<file path="src/rtl/chacha_block_finalizer.sv">
// ChaCha20 block finalizer: snapshots the round output and the original state,
// adds them one row per cycle, then streams 16 keystream words over valid/ready.
module chacha_block_finalizer #(
  parameter int CNT_W  = 8,
  parameter int WORD_W = 32
) (
  input  logic                          clk,
  input  logic                          rst,
  input  logic [3:0][3:0][WORD_W-1:0]   init_state,
  input  logic [3:0][3:0][WORD_W-1:0]   round_state,
  input  logic                          blockready,
  output logic [WORD_W-1:0]             ks_word,
  output logic                          ks_valid,
  input  logic                          ks_ready,
  output logic                          ks_last,
  output logic                          idle,
  output logic                          overrun,
  output logic [CNT_W-1:0]              blocks_done
);

  typedef enum logic [1:0] {ST_IDLE, ST_ADD, ST_STREAM} state_t;

  state_t                        state_q, state_d;
  logic [1:0]                    row_q, row_d;
  logic [3:0]                    widx_q, widx_d;
  logic [WORD_W-1:0]             word_q, word_d;
  logic                          valid_q, valid_d;
  logic                          last_q, last_d;
  logic                          idle_q, idle_d;
  logic                          overrun_q, overrun_d;
  logic [CNT_W-1:0]              done_q, done_d;
  logic                          capture_s, add_s;
  logic [3:0]                    next_idx_s;
  logic [3:0][3:0][WORD_W-1:0]   snap_init_q, snap_round_q, buf_q;

  // Row-major word k of the finished matrix lives at [k>>2][k&3].
  function automatic logic [WORD_W-1:0] word_at(input logic [3:0][3:0][WORD_W-1:0] m,
                                                input logic [3:0] k);
    word_at = m[k[3:2]][k[1:0]];
  endfunction

  // Next-state and next-output logic
  always_comb begin
    state_d    = state_q;
    row_d      = row_q;
    widx_d     = widx_q;
    word_d     = word_q;
    valid_d    = valid_q;
    last_d     = last_q;
    overrun_d  = 1'b0;
    done_d     = done_q;
    capture_s  = 1'b0;
    add_s      = 1'b0;
    next_idx_s = widx_q + 4'd1;
    case (state_q)
      ST_IDLE: begin
        if (blockready) begin
          capture_s = 1'b1;
          row_d     = 2'd0;
          state_d   = ST_ADD;
        end else begin
          state_d   = ST_IDLE;
        end
      end
      ST_ADD: begin
        add_s     = 1'b1;
        overrun_d = blockready;
        row_d     = row_q + 2'd1;
        // Row 0 was summed three cycles ago, so word 0 can be preloaded now.
        if (row_q == 2'd3) begin
          state_d = ST_STREAM;
          widx_d  = 4'd0;
          word_d  = word_at(buf_q, 4'd0);
          valid_d = 1'b1;
          last_d  = 1'b0;
        end else begin
          state_d = ST_ADD;
        end
      end
      ST_STREAM: begin
        overrun_d = blockready;
        if (valid_q && ks_ready) begin
          if (widx_q == 4'd15) begin
            state_d = ST_IDLE;
            widx_d  = 4'd0;
            valid_d = 1'b0;
            last_d  = 1'b0;
            done_d  = done_q + CNT_W'(1);
          end else begin
            widx_d  = next_idx_s;
            word_d  = word_at(buf_q, next_idx_s);
            last_d  = (next_idx_s == 4'd15);
          end
        end else begin
          state_d = ST_STREAM;
        end
      end
      default: begin
        state_d = ST_IDLE;
        valid_d = 1'b0;
        last_d  = 1'b0;
      end
    endcase
    idle_d = (state_d == ST_IDLE);
  end

  // Control state and registered outputs
  always_ff @(posedge clk or posedge rst) begin
    if (rst) begin
      state_q   <= ST_IDLE;
      row_q     <= 2'd0;
      widx_q    <= 4'd0;
      word_q    <= '0;
      valid_q   <= 1'b0;
      last_q    <= 1'b0;
      idle_q    <= 1'b1;
      overrun_q <= 1'b0;
      done_q    <= '0;
    end else begin
      state_q   <= state_d;
      row_q     <= row_d;
      widx_q    <= widx_d;
      word_q    <= word_d;
      valid_q   <= valid_d;
      last_q    <= last_d;
      idle_q    <= idle_d;
      overrun_q <= overrun_d;
      done_q    <= done_d;
    end
  end

  // Snapshot and feed-forward buffer; contents are don't-care after reset.
  always_ff @(posedge clk) begin
    if (capture_s) begin
      snap_init_q  <= init_state;
      snap_round_q <= round_state;
    end
    if (add_s) begin
      for (int j = 0; j < 4; j++) begin
        buf_q[row_q][j] <= snap_round_q[row_q][j] + snap_init_q[row_q][j];
      end
    end
  end

  assign ks_word     = word_q;
  assign ks_valid    = valid_q;
  assign ks_last     = last_q;
  assign idle        = idle_q;
  assign overrun     = overrun_q;
  assign blocks_done = done_q;

endmodule

</file>
<file path="config.mk">
export PLATFORM = sky130hd
export DESIGN_NAME = chacha_block_finalizer
export DESIGN_NICKNAME = d
export VERILOG_FILES = /design/src/rtl/chacha_block_finalizer.sv
export SDC_FILE = /design/constraint.sdc
export NUM_CORES = 2
export LEC_CHECK = 0
export CORE_AREA = 8 8 407 409
export DETAILED_ROUTE_END_ITERATION = 8
export DIE_AREA = 0 0 415 417
export PLACE_DENSITY = 0.72
export SYNTH_ARGS = -nofsm -noshare
export SYNTH_HDL_FRONTEND = slang
export SYNTH_SLANG_ARGS = --single-unit
export TNS_END_PERCENT = 50
</file>
<file path="constraint.sdc">
create_clock -name clk -period 24.1 [get_ports clk]
set_input_delay 2.41 -clock clk [delete_from_list [all_inputs] [get_ports clk]]
set_output_delay 2.41 -clock clk [all_outputs]
set_load 0.05 [all_outputs]
</file>
==> Yosys cells after proc, flatten, opt, wreduce, memory -nomap -nowiden <==
Index checks and enable logic that the tools add are counted.
{ "totals": {"regBits": 1588, "input_bits": 1028, "out_inout_bits": 44, "elab_cells": 139} }
{ "op_classes": {"n_addsub": 7, "order_cmp": 4, "eq_ne": 10, "mux": 47, "bitwise": 1, "reduce_logical": 13} }
{ "ops": {"columns": ["cell", "count"], "rows": [
  ["bitwise mux 512 bit", 4],
  ["demux 128 bit (select 2 bit)", 4],
  ["binary-select mux 128 bit (select 2 bit)", 3],
  ["two-way mux 128 bit", 4],
  ["two-way mux 32 bit", 5],
  ["adder 32 bit", 4],
  ["two-way mux 96 bit", 1],
  ["binary-select mux 32 bit (select 2 bit)", 1],
  ["two-way mux 64 bit", 1],
  ["case mux 32 bit (2 select lines)", 1],
  ["two-way mux 4 bit", 3],
  ["two-way mux 1 bit", 11],
  ["inequality test 2 bit (second input constant)", 5],
  ["< comparator 2 x 3 -> 1 bit (second input constant)", 3],
  ["AND reduction 3 bit", 3],
  ["adder 8 x 1 -> 8 bit (second input constant)", 1],
  ["equality test 4 bit (second input constant)", 2],
  ["two-way mux 2 bit", 4],
  ["case mux 4 bit (2 select lines)", 1],
  ["AND reduction 4 bit", 2],
  ["case mux 1 bit (3 select lines)", 2],
  ["case mux 2 bit (3 select lines)", 1],
  ["adder 4 x 1 -> 4 bit (second input constant)", 1],
  ["equality test 2 bit (second input constant)", 2],
  ["10 further kinds", 13]
]} }

==> Depth between registers and ports, before layout <==
{ "depth": {"word_depth": 8, "mapped_depth": 15, "mapped_depth_nobuf": 11} }

==> Least setup slack after synthesis <==
OpenSTA, ideal clock, no wires.
{ "synth_timing": {"path_type": "input-to-reg", "from": "input port blockready", "to": "register snap_init_q[0] (netlist name), enable pin", "setup_time_ps": 1366, "arrival_ps": 22242, "required_time_ps": 22734, "slack_ps": 492, "path_stages": 2, "path_buffers": 0, "cell_sequence": "nand2_1 > inv_1"} }
{ "synth_via": {"elab_chain_len": 2} }
{ "synth_rtl": {"columns": ["element", "line_no", "text"], "rows": [
  ["start, declared", "11", "input logic blockready,"],
  ["two-way mux 1 bit", "57", "if (blockready) begin"],
  ["two-way mux 1 bit", "55", "case (state_q)"],
  ["net capture_s", "32", "logic capture_s, add_s;"],
  ["end signal, assigned", "135", "snap_init_q <= init_state;"],
  ["end, declared", "34", "logic [3:0][3:0][WORD_W-1:0] snap_init_q, snap_round_q, buf_q;"]
]} }
The timed path passes the listed nets, and every way through them passes these cells.
A chain may end at the register's enable or synchronous reset.

==> Final worst setup path <==
{ "layout_timing": {"from": "register row_q[0]", "to": "register buf_q[220] (netlist name) (data pin)"} }
{ "layout_via": {"elab_chain_len": 7} }
{ "layout_rtl": {"columns": ["element", "line_no", "text"], "rows": [
  ["start, declared", "24", "logic [1:0] row_q, row_d;"],
  ["start signal, assigned", "121", "row_q <= row_d;"],
  ["binary-select mux 128 bit (select 2 bit)", "140", "buf_q[row_q][j] <= snap_round_q[row_q][j] + snap_init_q[row_q][j];"],
  ["two-way mux 128 bit (not written as such)", "140", null],
  ["adder 32 bit", "140", null],
  ["bitwise mux 512 bit (3 in series)", "140", null],
  ["bitwise mux 512 bit *", "140", null],
  ["end signal, assigned by index", "140", null],
  ["end, declared", "34", null]
]} }
Mark *: on every way between the ends. The rest lies on a longest branch, timed or not. The select of a mux whose other input is x is not followed.

==> impl_results.md <==
* Crit-path max FO at 34
* Die Wd at 415 um
* Post-CTS Setup Bufs at 0
* Dpl cells at 6769
* Syn_nets at 4927
* Vias at 39600
* DRT Pass-1 Iters at 6
* Global Route Usage Sum at 0.218
* Synth Area in Simple Gates at 0.0408
* Synth unique cells at 84
* Setup crit end kind: register
* Setup TNS Final at 0 ps
* Total clock sinks at 1588
* Post-Synth Adder-Cell Area at 0.0262
* Placement Setup Slack at roughly 17000 ps
* Worst Setup Slack, final at 17590 ps
* TritonCTS Buffers at 167
* RD Place Congestion at a little under 0.9
* Worst slew margin at 0.239
* H-tree levels at 4
* Sequential-to-total area share from yosys stat at 0.703
* Hold WC Path Type: reg2reg
* Register bit total from synthesis at about 1600
* Fin. max-slew vios at 0
* Final setup viols at 0
* DP HPWL at 143000 um
* TritonCTS clock tree: done
* Placed inst area at 80400 um2
* Critical-path cell list: buf_4 -> buf_4 -> buf_4 -> mux4_2 -> ha_1 -> fa_1 -> a21oi_1 -> o211ai_1 -> a21bo_2 -> a21oi_1 -> o311a_1 -> o221ai_1 -> a21oi_1 -> xnor2_1
* Minimum clock period at 6510 ps
* Critical Path Source Type: register
* Top_reg_cell synth: edfxtp_1
* Clk slew on worst S/H paths at 60 ps
* Number of gates resized after cts at 0
* Antenna Nets Post-Route at 0
* Fill cells at 12400
* Synth warn at 0
* First-pass GRT wire length at roughly 280000 um
* Post-synthesis mux area share at 0.129
* Worst R2R Setup Slack at 17590 ps
* Area Overhead vs Synth at 27.1%
* Pin count of the biggest net entering global routing at 202
* Fin crit share at 0.270
* Worst setup path category: reg2reg
* DR iter-0 viols at 4007
* Final Skew at ~44 ps
* Worst-Margin Slew at between 1000 and 1500 ps
* GRT Residual Overflow at 0
* WL/cell at about 28 um
* Max_cap viols at 0
* Routed wire length at 197000 um
* Crit path arrival time at 7010 ps
* Buffers on Ports at 1071
* Clock latency at the later pin of the worst-skew pair at just under 800 ps
* Share of cells above drive strength 1 at 0.142
* Max stage delay on crit path at 860 ps
* Synth Cell Area at 67500 um2
* PD cells at 153 nW/um2
* Commonest non-fill, non-tap cell in the layout: edfxtp_1
* Core box area at 159000 um2
* EDFF count, synth at 1536
* IO Pins at 1072
* Slowest CP cell: dfrtp_4
* WP data required at 24590 ps
* # nets final at 6019
* Status: finished, final reports clean
* Initial antenna violation count at 32
* Max Freq at between 0.15 and 0.2 GHz
* CTS Buffer Depth at 3
* Largest family of logic cells by synthesized area: multiplexers
* Ys async rst share at 0.0327
* Site Rows at 147
* Via density at 5.57
* Unrepaired setup endpoints after global routing: false
* Syn avg cell area at 17.9 um2
* Vias in the first global route at roughly 41000
* Die area at 173000 um2
* Complex-gate fraction of the synthesized area at 0.0691
* Number of hold buffers added after CTS at 0
* Clk root buf: clkbuf_16
* Initial Utilization at 0.424
* XOR/XNOR Fraction of Synth Area at 0.0170
* Gate count after technology mapping at between 3000 and 4000
* Hold WS at 479 ps
* Die height at 417 um
* Peak supply drop at around 90 uV
* Drc violations at 0
* Leakage Power at approximately 0.029 uW
* Final hold vios at 0
* Commonest cells after routing, fill and taps aside: edfxtp_1 (1536), clkdlybuf4s50_1 (1071), mux4_2 (347), nand2_1 (203), clkbuf_16 (170)
* Non-filler cells, final at 7095
* Post-Layout Inst Area at 85800 um2
==> worst paths after layout <==
kind,start,end,cells after the start
min,blocks_done[7],blocks_done[7],1
max,row_q[0],buf_q[220],14
max in group asynchronous,rst,widx_q[0],3
min reg2reg,blocks_done[7],blocks_done[7],1
min in group asynchronous,rst,overrun,2
max reg2reg,row_q[0],buf_q[220],14
==> cells by family (layout without fill, tap and decap cells) <==
| kind of cell | Yosys count | in the layout |
|---|---|---|
| adders and majority gates | 139 | 139 |
| other | 0 | 21 |
| muxes | 428 | 428 |
| buffers and inverters | 238 | 1466 |
| xor gates and xnor gates | 131 | 131 |
| DFF | 1588 | 1588 |
| AOI/OAI and AO/OA | 682 | 682 |
| and+or+nand+nor | 554 | 554 |
==> cells in the mapped netlist (all sizes together), types with 3 or more instances <==
| library cell | number | share of area |
|---|---|---|
| a211o | 35 | 0.0045 |
| and2 | 112 | 0.010 |
| a21o | 57 | 0.0063 |
| clkbuf | 100 | 0.0056 |
| o21bai | 28 | 0.0031 |
| o22ai | 32 | 0.0030 |
| o31ai | 10 | 0.0011 |
| a221oi | 3 | 0.00048 |
| xnor2 | 87 | 0.011 |
| a211oi | 15 | 0.0019 |
| inv | 49 | 0.0027 |
| a32oi | 34 | 0.0044 |
| a21oi | 166 | 0.013 |
| a21boi | 7 | 0.00078 |
| nor2 | 70 | 0.0041 |
| mux4 | 348 | 0.12 |
| o21ai | 132 | 0.010 |
| o31a | 3 | 0.00039 |
| o32ai | 3 | 0.00061 |
| mux2 | 38 | 0.0063 |
| ha | 135 | 0.025 |
| nand2b | 15 | 0.0014 |
| or3 | 7 | 0.00065 |
| nor3 | 11 | 0.00082 |
| nand3 | 38 | 0.0028 |
| o211ai | 9 | 0.0011 |
| xor2 | 44 | 0.0057 |
| dfrtp | 51 | 0.019 |
| nand4 | 23 | 0.0021 |
| a31oi | 21 | 0.0019 |
| mux2i | 42 | 0.0062 |
| o2111ai | 39 | 0.0051 |
| or2 | 7 | 0.00065 |
| and3 | 15 | 0.0014 |
| edfxtp | 1536 | 0.68 |
| a2111oi | 4 | 0.00052 |
| o221ai | 41 | 0.0053 |
| nor2b | 44 | 0.0041 |
| buf | 88 | 0.0069 |
| o21a | 22 | 0.0024 |
| nand2 | 203 | 0.011 |
| fa | 4 | 0.0012 |
==> report_power, final <==
| part | internal (uW) | switching, uW | total, uW |
|---|---|---|---|
| Sequential | 4620 | 280 | 4900 |
| Combinational | 2080 | 3650 | 5730 |
| Clock | 1440 | 1070 | 2510 |
==> state kept, by name, indices dropped and copies added, names as in the netlist <==
name	count
blocks_done	8
buf_q	512
idle	1
ks_last	1
ks_valid	1
ks_word	32
overrun	1
row_q	2
snap_init_q	512
snap_round_q	512
state_q	2
widx_q	4
==> critical path, delay by kind of cell (launching register included) <==
family,cells,cell delay (ps)
xor+xnor,1,130
fa+ha+maj,2,730
flops,1,860
buf+inv,3,1900
compound gates,7,1870
mux,1,590
==> final cells by class <==
class / count / area (um2) / area share
clock buffer: 223 / 4540 / 0.0530
clock inverter: 82 / 807 / 0.00941
multi-input combinational: 1934 / 19100 / 0.222
timing repair buffer: 1111 / 11100 / 0.129
antenna: 21 / 52.6 / 0.000613
tap: 2086 / 2610 / 0.0304
inverter: 50 / 195 / 0.00228
sequential: 1588 / 47400 / 0.553
==> stage by stage <==
stage | utilization | total power (uW)
floorplan | - | 9100
CTS | 0.538 | 13200
detailed placement | 0.505 | 10700
finish | 0.539 | 13100
global placement | 0.505 | 10500
global route | 0.539 | 13800
==> metal layers <==
metal  wire, um  part of all wire  GRT usage  vias up
met2     102000              0.52      0.386     1561
met3      13900             0.071     0.0512      278
li1           -                 -          -    17500
met5        120           0.00061          0        -
met4       5560             0.028     0.0663       18
met1      75000              0.38      0.266    20200
No activity file was read; power rests on OpenSTA's default activity.
